[src/rtl/imem_arbiter_pkg.sv]
// Shared types and helpers for the instruction-memory arbiter.
package imem_pkg;

   localparam logic [31:0] NOP_INSTR = 32'h0000_0013;

   // Response owed in the cycle after a grant.
   typedef enum logic [2:0] {
      IDLE  = 3'd0,
      F_RD  = 3'd1,
      L_RD  = 3'd2,
      L_WR  = 3'd3,
      F_ERR = 3'd4,
      L_ERR = 3'd5
   } pend_t;

   function automatic logic addr_ok(input logic [31:0] addr, input int unsigned mem_words);
      return (addr[1:0] == 2'b00) && ({32'd0, addr} < (64'(mem_words) << 2));
   endfunction

endpackage

[src/rtl/imem_arbiter_if.sv]
// Fetch, loader and memory-side signals of the instruction-memory arbiter.
interface imem_arbiter_if #(parameter int AW = 9);
   logic          fetch_req_valid;
   logic          fetch_req_ready;
   logic [31:0]   fetch_addr;
   logic          fetch_flush;
   logic          fetch_rsp_valid;
   logic [31:0]   fetch_rsp_data;
   logic          fetch_rsp_err;

   logic          ld_req_valid;
   logic          ld_req_ready;
   logic          ld_we;
   logic [31:0]   ld_addr;
   logic [31:0]   ld_wdata;
   logic [3:0]    ld_wstrb;
   logic          ld_rsp_valid;
   logic [31:0]   ld_rsp_data;
   logic          ld_rsp_err;

   logic          mem_en;
   logic [3:0]    mem_we;
   logic [AW-1:0] mem_addr;
   logic [31:0]   mem_wdata;
   logic [31:0]   mem_rdata;

   modport slave (
      input  fetch_req_valid, fetch_addr, fetch_flush,
      input  ld_req_valid, ld_we, ld_addr, ld_wdata, ld_wstrb,
      input  mem_rdata,
      output fetch_req_ready, fetch_rsp_valid, fetch_rsp_data, fetch_rsp_err,
      output ld_req_ready, ld_rsp_valid, ld_rsp_data, ld_rsp_err,
      output mem_en, mem_we, mem_addr, mem_wdata
   );

   modport master (
      output fetch_req_valid, fetch_addr, fetch_flush,
      output ld_req_valid, ld_we, ld_addr, ld_wdata, ld_wstrb,
      output mem_rdata,
      input  fetch_req_ready, fetch_rsp_valid, fetch_rsp_data, fetch_rsp_err,
      input  ld_req_ready, ld_rsp_valid, ld_rsp_data, ld_rsp_err,
      input  mem_en, mem_we, mem_addr, mem_wdata
   );
endinterface

[src/rtl/imem_arbiter_starve_ctr.sv]
// Saturating count of cycles fetch has been refused; at_limit forces a fetch win.
module imem_starve_ctr #(
   parameter int STARVE_LIMIT = 4
) (
   input  logic clk,
   input  logic rst_n,
   input  logic inc,
   input  logic clr,
   output logic at_limit
);
   logic [3:0] cnt;

   assign at_limit = (cnt == 4'(STARVE_LIMIT));

   always_ff @(posedge clk or negedge rst_n) begin
      if (!rst_n)                cnt <= '0;
      else if (clr)              cnt <= '0;
      else if (inc && !at_limit) cnt <= cnt + 4'd1;
   end
endmodule

[src/rtl/imem_arbiter.sv]
// Arbitrates the single-port instruction memory between fetch and the loader;
// responses come one cycle after the grant, driven from the pending state.
module imem_arbiter
   import imem_pkg::*;
#(
   parameter  int MEM_WORDS    = 512,
   parameter  int STARVE_LIMIT = 4,
   localparam int AW           = $clog2(MEM_WORDS)
) (
   input logic           clk,
   input logic           rst_n,
   imem_arbiter_if.slave bus
);
   logic        f_ok, l_ok, at_limit, gnt_f, gnt_l;
   pend_t       pend, pend_nxt;
   logic [31:0] f_data_q, l_data_q;

   assign f_ok = addr_ok(bus.fetch_addr, MEM_WORDS);
   assign l_ok = addr_ok(bus.ld_addr, MEM_WORDS);

   // Grants are masked while reset is asserted so ready/mem_en sit at their reset values.
   assign gnt_f = rst_n && bus.fetch_req_valid && !bus.fetch_flush &&
                  (!bus.ld_req_valid || at_limit);
   assign gnt_l = rst_n && bus.ld_req_valid && !gnt_f;

   assign bus.fetch_req_ready = gnt_f;
   assign bus.ld_req_ready    = gnt_l;

   imem_starve_ctr #(.STARVE_LIMIT(STARVE_LIMIT)) u_starve (
      .clk      (clk),
      .rst_n    (rst_n),
      .inc      (bus.fetch_req_valid && !gnt_f && !bus.fetch_flush),
      .clr      (gnt_f),
      .at_limit (at_limit)
   );

   // Erroring requests are granted but never touch the memory.
   assign bus.mem_en    = (gnt_f && f_ok) || (gnt_l && l_ok);
   assign bus.mem_we    = (gnt_l && l_ok && bus.ld_we) ? bus.ld_wstrb : 4'b0000;
   assign bus.mem_addr  = gnt_f ? bus.fetch_addr[AW+1:2] : bus.ld_addr[AW+1:2];
   assign bus.mem_wdata = bus.ld_wdata;

   always_comb begin
      pend_nxt = IDLE;
      if (gnt_f)      pend_nxt = f_ok ? F_RD : F_ERR;
      else if (gnt_l) pend_nxt = !l_ok ? L_ERR : (bus.ld_we ? L_WR : L_RD);
   end

   always_ff @(posedge clk or negedge rst_n) begin
      if (!rst_n) pend <= IDLE;
      else        pend <= pend_nxt;
   end

   // Fetch response; a redirect in the response cycle kills the pulse only.
   assign bus.fetch_rsp_valid = ((pend == F_RD) || (pend == F_ERR)) && !bus.fetch_flush;
   assign bus.fetch_rsp_err   = bus.fetch_rsp_valid && (pend == F_ERR);
   assign bus.fetch_rsp_data  = (pend == F_RD)  ? bus.mem_rdata :
                                (pend == F_ERR) ? NOP_INSTR : f_data_q;

   assign bus.ld_rsp_valid = (pend == L_RD) || (pend == L_WR) || (pend == L_ERR);
   assign bus.ld_rsp_err   = (pend == L_ERR);
   assign bus.ld_rsp_data  = (pend == L_RD) ? bus.mem_rdata :
                             ((pend == L_WR) || (pend == L_ERR)) ? 32'd0 : l_data_q;

   // Data holders keep the last presented word while no response is due.
   always_ff @(posedge clk or negedge rst_n) begin
      if (!rst_n) begin
         f_data_q <= NOP_INSTR;
         l_data_q <= 32'd0;
      end else begin
         f_data_q <= bus.fetch_rsp_data;
         l_data_q <= bus.ld_rsp_data;
      end
   end
endmodule

[src/flat_wrapper.sv]
// flat-port wrapper written by rule: the top's interface ports become plain ports
module imem_arbiter_flat import imem_pkg::*;
#(
   parameter  int MEM_WORDS    = 512,
   parameter  int STARVE_LIMIT = 4,
   localparam int AW           = $clog2(MEM_WORDS)
)
  (clk, rst_n, bus_fetch_req_valid, bus_fetch_addr, bus_fetch_flush, bus_ld_req_valid, bus_ld_we, bus_ld_addr, bus_ld_wdata, bus_ld_wstrb, bus_mem_rdata, bus_fetch_req_ready, bus_fetch_rsp_valid, bus_fetch_rsp_data, bus_fetch_rsp_err, bus_ld_req_ready, bus_ld_rsp_valid, bus_ld_rsp_data, bus_ld_rsp_err, bus_mem_en, bus_mem_we, bus_mem_addr, bus_mem_wdata);
  imem_arbiter_if #(.AW((9))) bus_i ();
  input logic clk;
  input logic rst_n;
  input wire logic [$bits(bus_i.fetch_req_valid)-1:0] bus_fetch_req_valid;
  input wire logic [$bits(bus_i.fetch_addr)-1:0] bus_fetch_addr;
  input wire logic [$bits(bus_i.fetch_flush)-1:0] bus_fetch_flush;
  input wire logic [$bits(bus_i.ld_req_valid)-1:0] bus_ld_req_valid;
  input wire logic [$bits(bus_i.ld_we)-1:0] bus_ld_we;
  input wire logic [$bits(bus_i.ld_addr)-1:0] bus_ld_addr;
  input wire logic [$bits(bus_i.ld_wdata)-1:0] bus_ld_wdata;
  input wire logic [$bits(bus_i.ld_wstrb)-1:0] bus_ld_wstrb;
  input wire logic [$bits(bus_i.mem_rdata)-1:0] bus_mem_rdata;
  output wire logic [$bits(bus_i.fetch_req_ready)-1:0] bus_fetch_req_ready;
  output wire logic [$bits(bus_i.fetch_rsp_valid)-1:0] bus_fetch_rsp_valid;
  output wire logic [$bits(bus_i.fetch_rsp_data)-1:0] bus_fetch_rsp_data;
  output wire logic [$bits(bus_i.fetch_rsp_err)-1:0] bus_fetch_rsp_err;
  output wire logic [$bits(bus_i.ld_req_ready)-1:0] bus_ld_req_ready;
  output wire logic [$bits(bus_i.ld_rsp_valid)-1:0] bus_ld_rsp_valid;
  output wire logic [$bits(bus_i.ld_rsp_data)-1:0] bus_ld_rsp_data;
  output wire logic [$bits(bus_i.ld_rsp_err)-1:0] bus_ld_rsp_err;
  output wire logic [$bits(bus_i.mem_en)-1:0] bus_mem_en;
  output wire logic [$bits(bus_i.mem_we)-1:0] bus_mem_we;
  output wire logic [$bits(bus_i.mem_addr)-1:0] bus_mem_addr;
  output wire logic [$bits(bus_i.mem_wdata)-1:0] bus_mem_wdata;
  assign bus_i.fetch_req_valid = bus_fetch_req_valid;
  assign bus_i.fetch_addr = bus_fetch_addr;
  assign bus_i.fetch_flush = bus_fetch_flush;
  assign bus_i.ld_req_valid = bus_ld_req_valid;
  assign bus_i.ld_we = bus_ld_we;
  assign bus_i.ld_addr = bus_ld_addr;
  assign bus_i.ld_wdata = bus_ld_wdata;
  assign bus_i.ld_wstrb = bus_ld_wstrb;
  assign bus_i.mem_rdata = bus_mem_rdata;
  assign bus_fetch_req_ready = bus_i.fetch_req_ready;
  assign bus_fetch_rsp_valid = bus_i.fetch_rsp_valid;
  assign bus_fetch_rsp_data = bus_i.fetch_rsp_data;
  assign bus_fetch_rsp_err = bus_i.fetch_rsp_err;
  assign bus_ld_req_ready = bus_i.ld_req_ready;
  assign bus_ld_rsp_valid = bus_i.ld_rsp_valid;
  assign bus_ld_rsp_data = bus_i.ld_rsp_data;
  assign bus_ld_rsp_err = bus_i.ld_rsp_err;
  assign bus_mem_en = bus_i.mem_en;
  assign bus_mem_we = bus_i.mem_we;
  assign bus_mem_addr = bus_i.mem_addr;
  assign bus_mem_wdata = bus_i.mem_wdata;
  imem_arbiter #(.MEM_WORDS(MEM_WORDS), .STARVE_LIMIT(STARVE_LIMIT)) u_core (.clk(clk), .rst_n(rst_n), .bus(bus_i));
endmodule
[config.mk]
export PLATFORM = sky130hd
export DESIGN_NAME = imem_arbiter_flat
export DESIGN_NICKNAME = d
export VERILOG_FILES = /design/src/rtl/imem_arbiter_pkg.sv /design/src/rtl/imem_arbiter_if.sv /design/src/rtl/imem_arbiter_starve_ctr.sv /design/src/rtl/imem_arbiter.sv /design/src/flat_wrapper.sv
export SDC_FILE = /design/constraint.sdc
export NUM_CORES = 1
export LEC_CHECK = 0
export CORE_MARGIN = 10
export CORE_UTILIZATION = 30
export CTS_BUF_LIST = sky130_fd_sc_hd__clkbuf_2
export DETAILED_ROUTE_END_ITERATION = 10
export PLACE_DENSITY = 0.74
export SETUP_SLACK_MARGIN = 0.05
export SLEW_MARGIN = 20
export SYNTH_ARGS = -nofsm -noshare
export SYNTH_HDL_FRONTEND = slang
export SYNTH_SLANG_ARGS = --single-unit
[constraint.sdc]
create_clock -name clk -period 3.9 [get_ports clk]
set_input_delay 1.17 -clock clk [delete_from_list [all_inputs] [get_ports clk]]
set_output_delay 1.17 -clock clk [all_outputs]
set_load 0.01 [all_outputs]
==> flow_summary.json, run 1 <==
{
  "status": "finished, violations left",
  "violations": "negative setup slack",
  "start_util_pct": 30.7,
  "crit_path_end_kind": "register",
  "r2r_cells": 8,
  "hp-class": "reg2reg",
  "path_class": "in2reg",
  "clock_latency_ns": 0.50,
  "place.gp.congestion": 0.824,
  "synth-seq-area-share_pct": 56.1,
  "drc": 0,
  "hold_depth": 1,
  "startpoint_type": "input port",
  "synth_xor_area_share_pct": 1.10,
  "clk_pin_slew_ns": 0.19,
  "htree_levels": 3,
  "fin_nets": 594,
  "clock.fmax_ghz": 0.252,
  "slew_viol_final": 0,
  "syn_nets": 400,
  "tightest_slew_ns": 0.539,
  "p_per_area_mw_per_mm2": 312,
  "ys.flop_type": "dfrtp_1",
  "tns_ns": -0.0681,
  "layout.cells.non_filler": 597,
  "max-clock-path-buffers": 2,
  "grt_max_degree": 43,
  "synth_compound_area_share_pct": 19.1,
  "cp_slowest_cell": "or3_4",
  "final_cell_mix": "clkdlybuf4s50_1 (145), dfrtp_1 (68), a22o_1 (61)",
  "cp_top_family": "buffers and inverters",
  "max_cap_viol_count": 0,
  "worst_path_most_repeated_cell": "buf_4",
  "grt_pass1_wl_um": 18400,
  "num_rows": 37,
  "cp_slowest_stage_delay_ns": 0.36,
  "fp.dieW_um": 123,
  "area_growth_syn_to_layout_pct": 72.0,
  "synthMuxAreaShare_pct": 3.20,
  "worstPathArrival_ns": 4.37,
  "die-area_mm2": 0.0151,
  "first_iter_violations": 174,
  "via_per_inst": 4.82,
  "synth_top_family_by_area": "compound AO/OA/AOI/OAI gates",
  "min_period_ns": 3.97,
  "avgSynthCellArea_um2": 12.2,
  "synth_edf_count": 0,
  "totalPowerFinal_w": 0.00170,
  "grt_setup_unrepaired": "true",
  "finalHoldViolations": 0,
  "yosysUniqueCellTypes": 33,
  "synth_fa_ha_area_share_pct": 0.789,
  "postCtsHoldBufs": 0,
  "hpwl_um": 9860,
  "dr.pass1.iters": 4,
  "crit_chain": "dlygate4sd2_1, nor4_2, nand2_1, buf_4, buf_4, buf_4, buf_4, buf_4, buf_4, buf_4, buf_4, buf_4, buf_4, buf_4, buf_4, buf_4, buf_4, buf_4, buf_4, or3_4, a41o_1",
  "cts_buffers": 9,
  "ir_drop_mv": 0.174,
  "grt_overflow": 0,
  "setup_viol": 1,
  "crit_cells": 21,
  "synth-warning-count": 0,
  "power_leakage_nw": 2.45,
  "crit_fanout": 2,
  "fin_skew_ns": 0.0198,
  "io-pin-count": 254,
  "dp_cells": 555,
  "vias": 2877,
  "worst-path-buf-inv": 17,
  "cts_sinks": 71,
  "io_buffer_count": 189,
  "wl_per_cell_um": 21.4,
  "layout-drive-gt1-share_pct": 20.3,
  "core_area_mm2": 0.0103,
  "cp_data_required_time_ns": 4.30,
  "layout_setup_ws_ns": -0.0681,
  "period_share_pct": 102,
  "synth-simple-area-share_pct": 9.35,
  "syn_inst": 260,
  "ys_ff_latch": 71,
  "die_h_um": 123,
  "grt_pass1_vias": 3155,
  "synth.cell_area_mm2": 0.00317,
  "ant_nets": 0,
  "mostFrequentLayoutCell": "clkdlybuf4s50_1",
  "antenna_found_initial": 2,
  "max_slew_margin_pct": 64.1,
  "wirelength_um": 12800,
  "synth-async-reset-ratio_pct": 100,
  "cts_tree": "done",
  "cts-root-buf": "clkbuf_2",
  "grt_usage_pct": 16.1
}
==> worst reg2reg max path: stages, from the launching register on <==
cell,delay (ns)
dfrtp_1,0.44
inv_1,0.10
ha_1,0.16
nand3b_1,0.16
a21o_1,0.26
buf_4,0.14
buf_4,0.13
buf_4,0.13
a41o_1,0.23
==> sequential cells by signal, indices dropped and copies added, names as in the netlist <==
signal               count
u_core.f_data_q         32
u_core.l_data_q         32
u_core.u_starve.cnt      4
u_core.pend              3
==> synth_stat cells, types with 4 or more instances <==
master,instances,area [um2]
dfrtp_1,68,1700
a22o_1,61,534
buf_4,33,248
nor4_1,14,87.6
mux2_2,9,101
nand2_1,9,33.8
buf_2,7,35.0
clkbuf_1,6,22.5
nor2_1,6,22.5
inv_1,4,15.0
nand3_1,4,20.0
==> routing by layer <==
metal | track usage [%] | part of all wire, % | up-vias
li1 | - | - | 1331
met1 | 15.8 | 34 | 1373
met2 | 29.6 | 53 | 145
met3 | 7.62 | 11 | 28
met4 | 4.64 | 1.8 | 0
met5 | 0 | 0 | -
==> path summary, 6_finish.rpt <==
path                                         from             endpoint  slack (ns)
setup / recovery                  bus_ld_addr[23]       u_core.pend[0]       -0.07
hold / removal                u_core.f_data_q[27]  u_core.f_data_q[27]        0.52
setup reg to reg           u_core.u_starve.cnt[0]       u_core.pend[0]        2.07
hold reg to reg               u_core.f_data_q[27]  u_core.f_data_q[27]        0.52
max in group asynchronous                   rst_n   u_core.f_data_q[0]        2.20
min in group asynchronous                   rst_n  u_core.l_data_q[24]        0.81
==> logic make-up after synthesis <==
family,Yosys count
fa+ha+maj,2
xor+xnor,4
flops,71
mux,9
compound gates,71
simple gates,51
buf+inv,52
==> report_power, final <==
group          switching (W)  leakage, nW  internal [W]
Sequential         0.0000300        0.952      0.000804
Combinational       0.000202         1.43      0.000262
Clock               0.000258       0.0733      0.000149
Total               0.000490         2.45       0.00121
==> cell type report <==
class | count | area, um2
diodes | 2 | 5.00
clock buffers | 10 | 50.0
clock inverters | 6 | 61.3
fillers | 877 | 4870
inverters | 6 | 25.0
multi-input cells | 137 | 1180
flip-flops and latches | 71 | 1780
well taps | 136 | 170
repair buffers | 229 | 2190
==> metrics by stage <==
stage	worst slack (ns)	area, um2	utilization, %	hold WS, ns
after floorplan	0.392	3170	-	0.496
after global placement	-0.470	5080	49.2	0.483
after detailed placement	-0.565	5080	49.2	0.481
after CTS	0.0525	5370	52.0	0.525
after global routing	-0.0212	5460	52.9	0.542
final	-0.0681	5460	52.9	0.521
==> timing repair <==
item / 4_1_cts / 5_1_grt
pin swaps: 12 / 15
endpoints found under the setup margin: 16 / 38
buffers inserted: 24 / 2
resized for setup: 70 / 24
Note: power is estimated with default switching activity, not from simulation.
==> inputs of run 2 (changes only) <==
SETUP_SLACK_MARGIN = 0.15   (was 0.05)
==> flow_summary.json, run 2 (synthesized netlist as in run 1, its figures left out) <==
{
  "cp_slowest_cell": "or3_4",
  "finalHoldViolations": 0,
  "die-area_mm2": 0.0151,
  "r2r_cells": 8,
  "crit_chain": "clkdlybuf4s15_1, nor4_2, nand2_1, buf_4, buf_4, buf_4, buf_4, buf_4, buf_4, buf_4, buf_4, buf_4, buf_4, buf_4, buf_4, buf_4, buf_4, buf_6, or3_4, a41o_1",
  "fin_nets": 594,
  "cp_top_family": "buffers and inverters",
  "crit_fanout": 2,
  "ant_nets": 0,
  "grt_pass1_wl_um": 18400,
  "hold_depth": 1,
  "min_period_ns": 3.80,
  "setup_viol": 0,
  "status": "finished, final reports clean",
  "path_class": "in2reg",
  "met2_usage_pct": 29.5,
  "wl_per_cell_um": 21.8,
  "p_per_area_mw_per_mm2": 313,
  "place_area_mm2": 0.00508,
  "final_cell_mix": "clkdlybuf4s50_1 (139), dfrtp_1 (66), a22o_1 (61)",
  "clock.fmax_ghz": 0.263,
  "worst-path-buf-inv": 16,
  "place.gp.congestion": 0.824,
  "vias": 2861,
  "htree_levels": 3,
  "ir_drop_mv": 0.174,
  "worstPathArrival_ns": 4.20,
  "cts_buffers": 9,
  "grt_pass1_vias": 3147,
  "grt_overflow": 0,
  "grt_setup_unrepaired": "true",
  "top_regs": "u_core.f_data_q x32, u_core.l_data_q x32, u_core.u_starve.cnt x4",
  "grt_busiest_layer": "met2",
  "cp_data_required_time_ns": 4.30,
  "slew_viol_final": 0,
  "mostFrequentLayoutCell": "clkdlybuf4s50_1",
  "hpwl_um": 9860,
  "power_leakage_nw": 2.48,
  "tightest_slew_ns": 0.537,
  "min_from": "u_core.f_data_q[27]",
  "max_cap_viol_count": 0,
  "period_share_pct": 97.5,
  "use_met3_pct": 7.39,
  "num_rows": 37,
  "timing.rr.end": "u_core.pend[0]",
  "tns_ns": 0,
  "max-clock-path-buffers": 2,
  "wirelength_um": 13000,
  "drc": 0,
  "r2r_slack_ns": 2.16,
  "cp_slowest_stage_delay_ns": 0.38,
  "crit_path_end_kind": "register",
  "io_buffer_count": 189,
  "startpoint_type": "input port",
  "crit_cells": 20,
  "core_area_mm2": 0.0103,
  "die_h_um": 123,
  "fin_skew_ns": 0.0156,
  "via_per_inst": 4.80,
  "cts-root-buf": "clkbuf_2",
  "max_slew_margin_pct": 64.2,
  "first_iter_violations": 176,
  "layout-drive-gt1-share_pct": 23.5,
  "area_growth_syn_to_layout_pct": 72.7,
  "totalPowerFinal_w": 0.00171,
  "postLayoutCellArea_mm2": 0.00548,
  "gr-usage-met1_pct": 15.9,
  "dr.pass1.iters": 4,
  "clk_pin_slew_ns": 0.19,
  "cts_sinks": 71,
  "r2r-start": "u_core.u_starve.cnt[0]",
  "hp-class": "reg2reg",
  "io-pin-count": 254,
  "cts_tree": "done",
  "postCtsHoldBufs": 0,
  "fp.dieW_um": 123,
  "worst_path_most_repeated_cell": "buf_4",
  "n_fill_cell": 887,
  "clock_latency_ns": 0.50,
  "grt_usage_pct": 16.1,
  "hold_end": "u_core.f_data_q[27]",
  "grt_max_degree": 43,
  "start_util_pct": 30.7,
  "antenna_found_initial": 1
}
run 2: cell count changes in the layout (fill, tap and decap cells not counted), sizes merged:
cell / change
buf: +7
clkbuf: +4
clkdlybuf4s15: +4
clkdlybuf4s50: -6
diode: -1
dlygate4sd2: -11
dlymetal6s2s: +2
run 2: worst max path at each step:
stage	from	endpoint	slack, ns
4_1_cts	bus_ld_addr[16]	bus_mem_we[2]	0.15
3_3_place_gp	bus_ld_addr[22]	bus_mem_we[2]	-0.47
2_1_floorplan	bus_ld_addr[17]	bus_mem_we[0]	0.39
3_5_place_dp	bus_ld_addr[14]	bus_mem_we[1]	-0.56
5_1_grt	bus_fetch_addr[18]	bus_mem_en	0.10
6_report	bus_ld_addr[31]	u_core.pend[0]	0.1
run 2: timing repair:
action | 4_1_cts | 5_1_grt
resized for setup | 112 | 32
setup buffers | 21 | 2
endpoints found under the setup margin | 46 | 50
pin swaps | 12 | 19
cloned | 0 | 1
run 2: cell type report:
type                            count  area [um2]  share of cell area [%]
Timing Repair Buffer              229        2200                    40.1
Inverter                            6        25.0                   0.457
Sequential cell                    71        1780                    32.5
Multi-Input combinational cell    137        1190                    21.7
Tap cell                          136         170                    3.11
Antenna cell                        1        2.50                  0.0457
Clock inverter                      6        61.3                    1.12
Clock buffer                       10        50.0                   0.914
run 2: worst reg2reg max path, cell delays in order (launching register included):
cell and delay (ns):
dfrtp_1 0.44, inv_1 0.10, ha_1 0.16, nand3b_1 0.17
a21o_1 0.27, buf_4 0.15, nor3_2 0.19, buf_4 0.14
a41o_1 0.09
run 2: stage by stage:
step | hold WS, ns | instances | worst slack [ns] | utilization, %
global placement | 0.483 | 555 | -0.470 | 49.2
finish | 0.521 | 596 | 0.0992 | 53.1
detailed placement | 0.481 | 555 | -0.565 | 49.2
CTS | 0.525 | 592 | 0.152 | 51.9
global route | 0.542 | 596 | 0.104 | 53.1
floorplan | 0.496 | 260 | 0.392 | -
run 2: metal layers:
layer  up-vias  wire, um
li1       1327         -
met1      1379      4430
met2       131      7040
met3        24      1300
met4         0       228
met5         -         0
run 2: power by group:
group / switching, W / internal, W / leakage [nW]
sequential: 0.0000300 / 0.000805 / 0.949
clock: 0.000260 / 0.000149 / 0.0733
combinational: 0.000204 / 0.000264 / 1.46
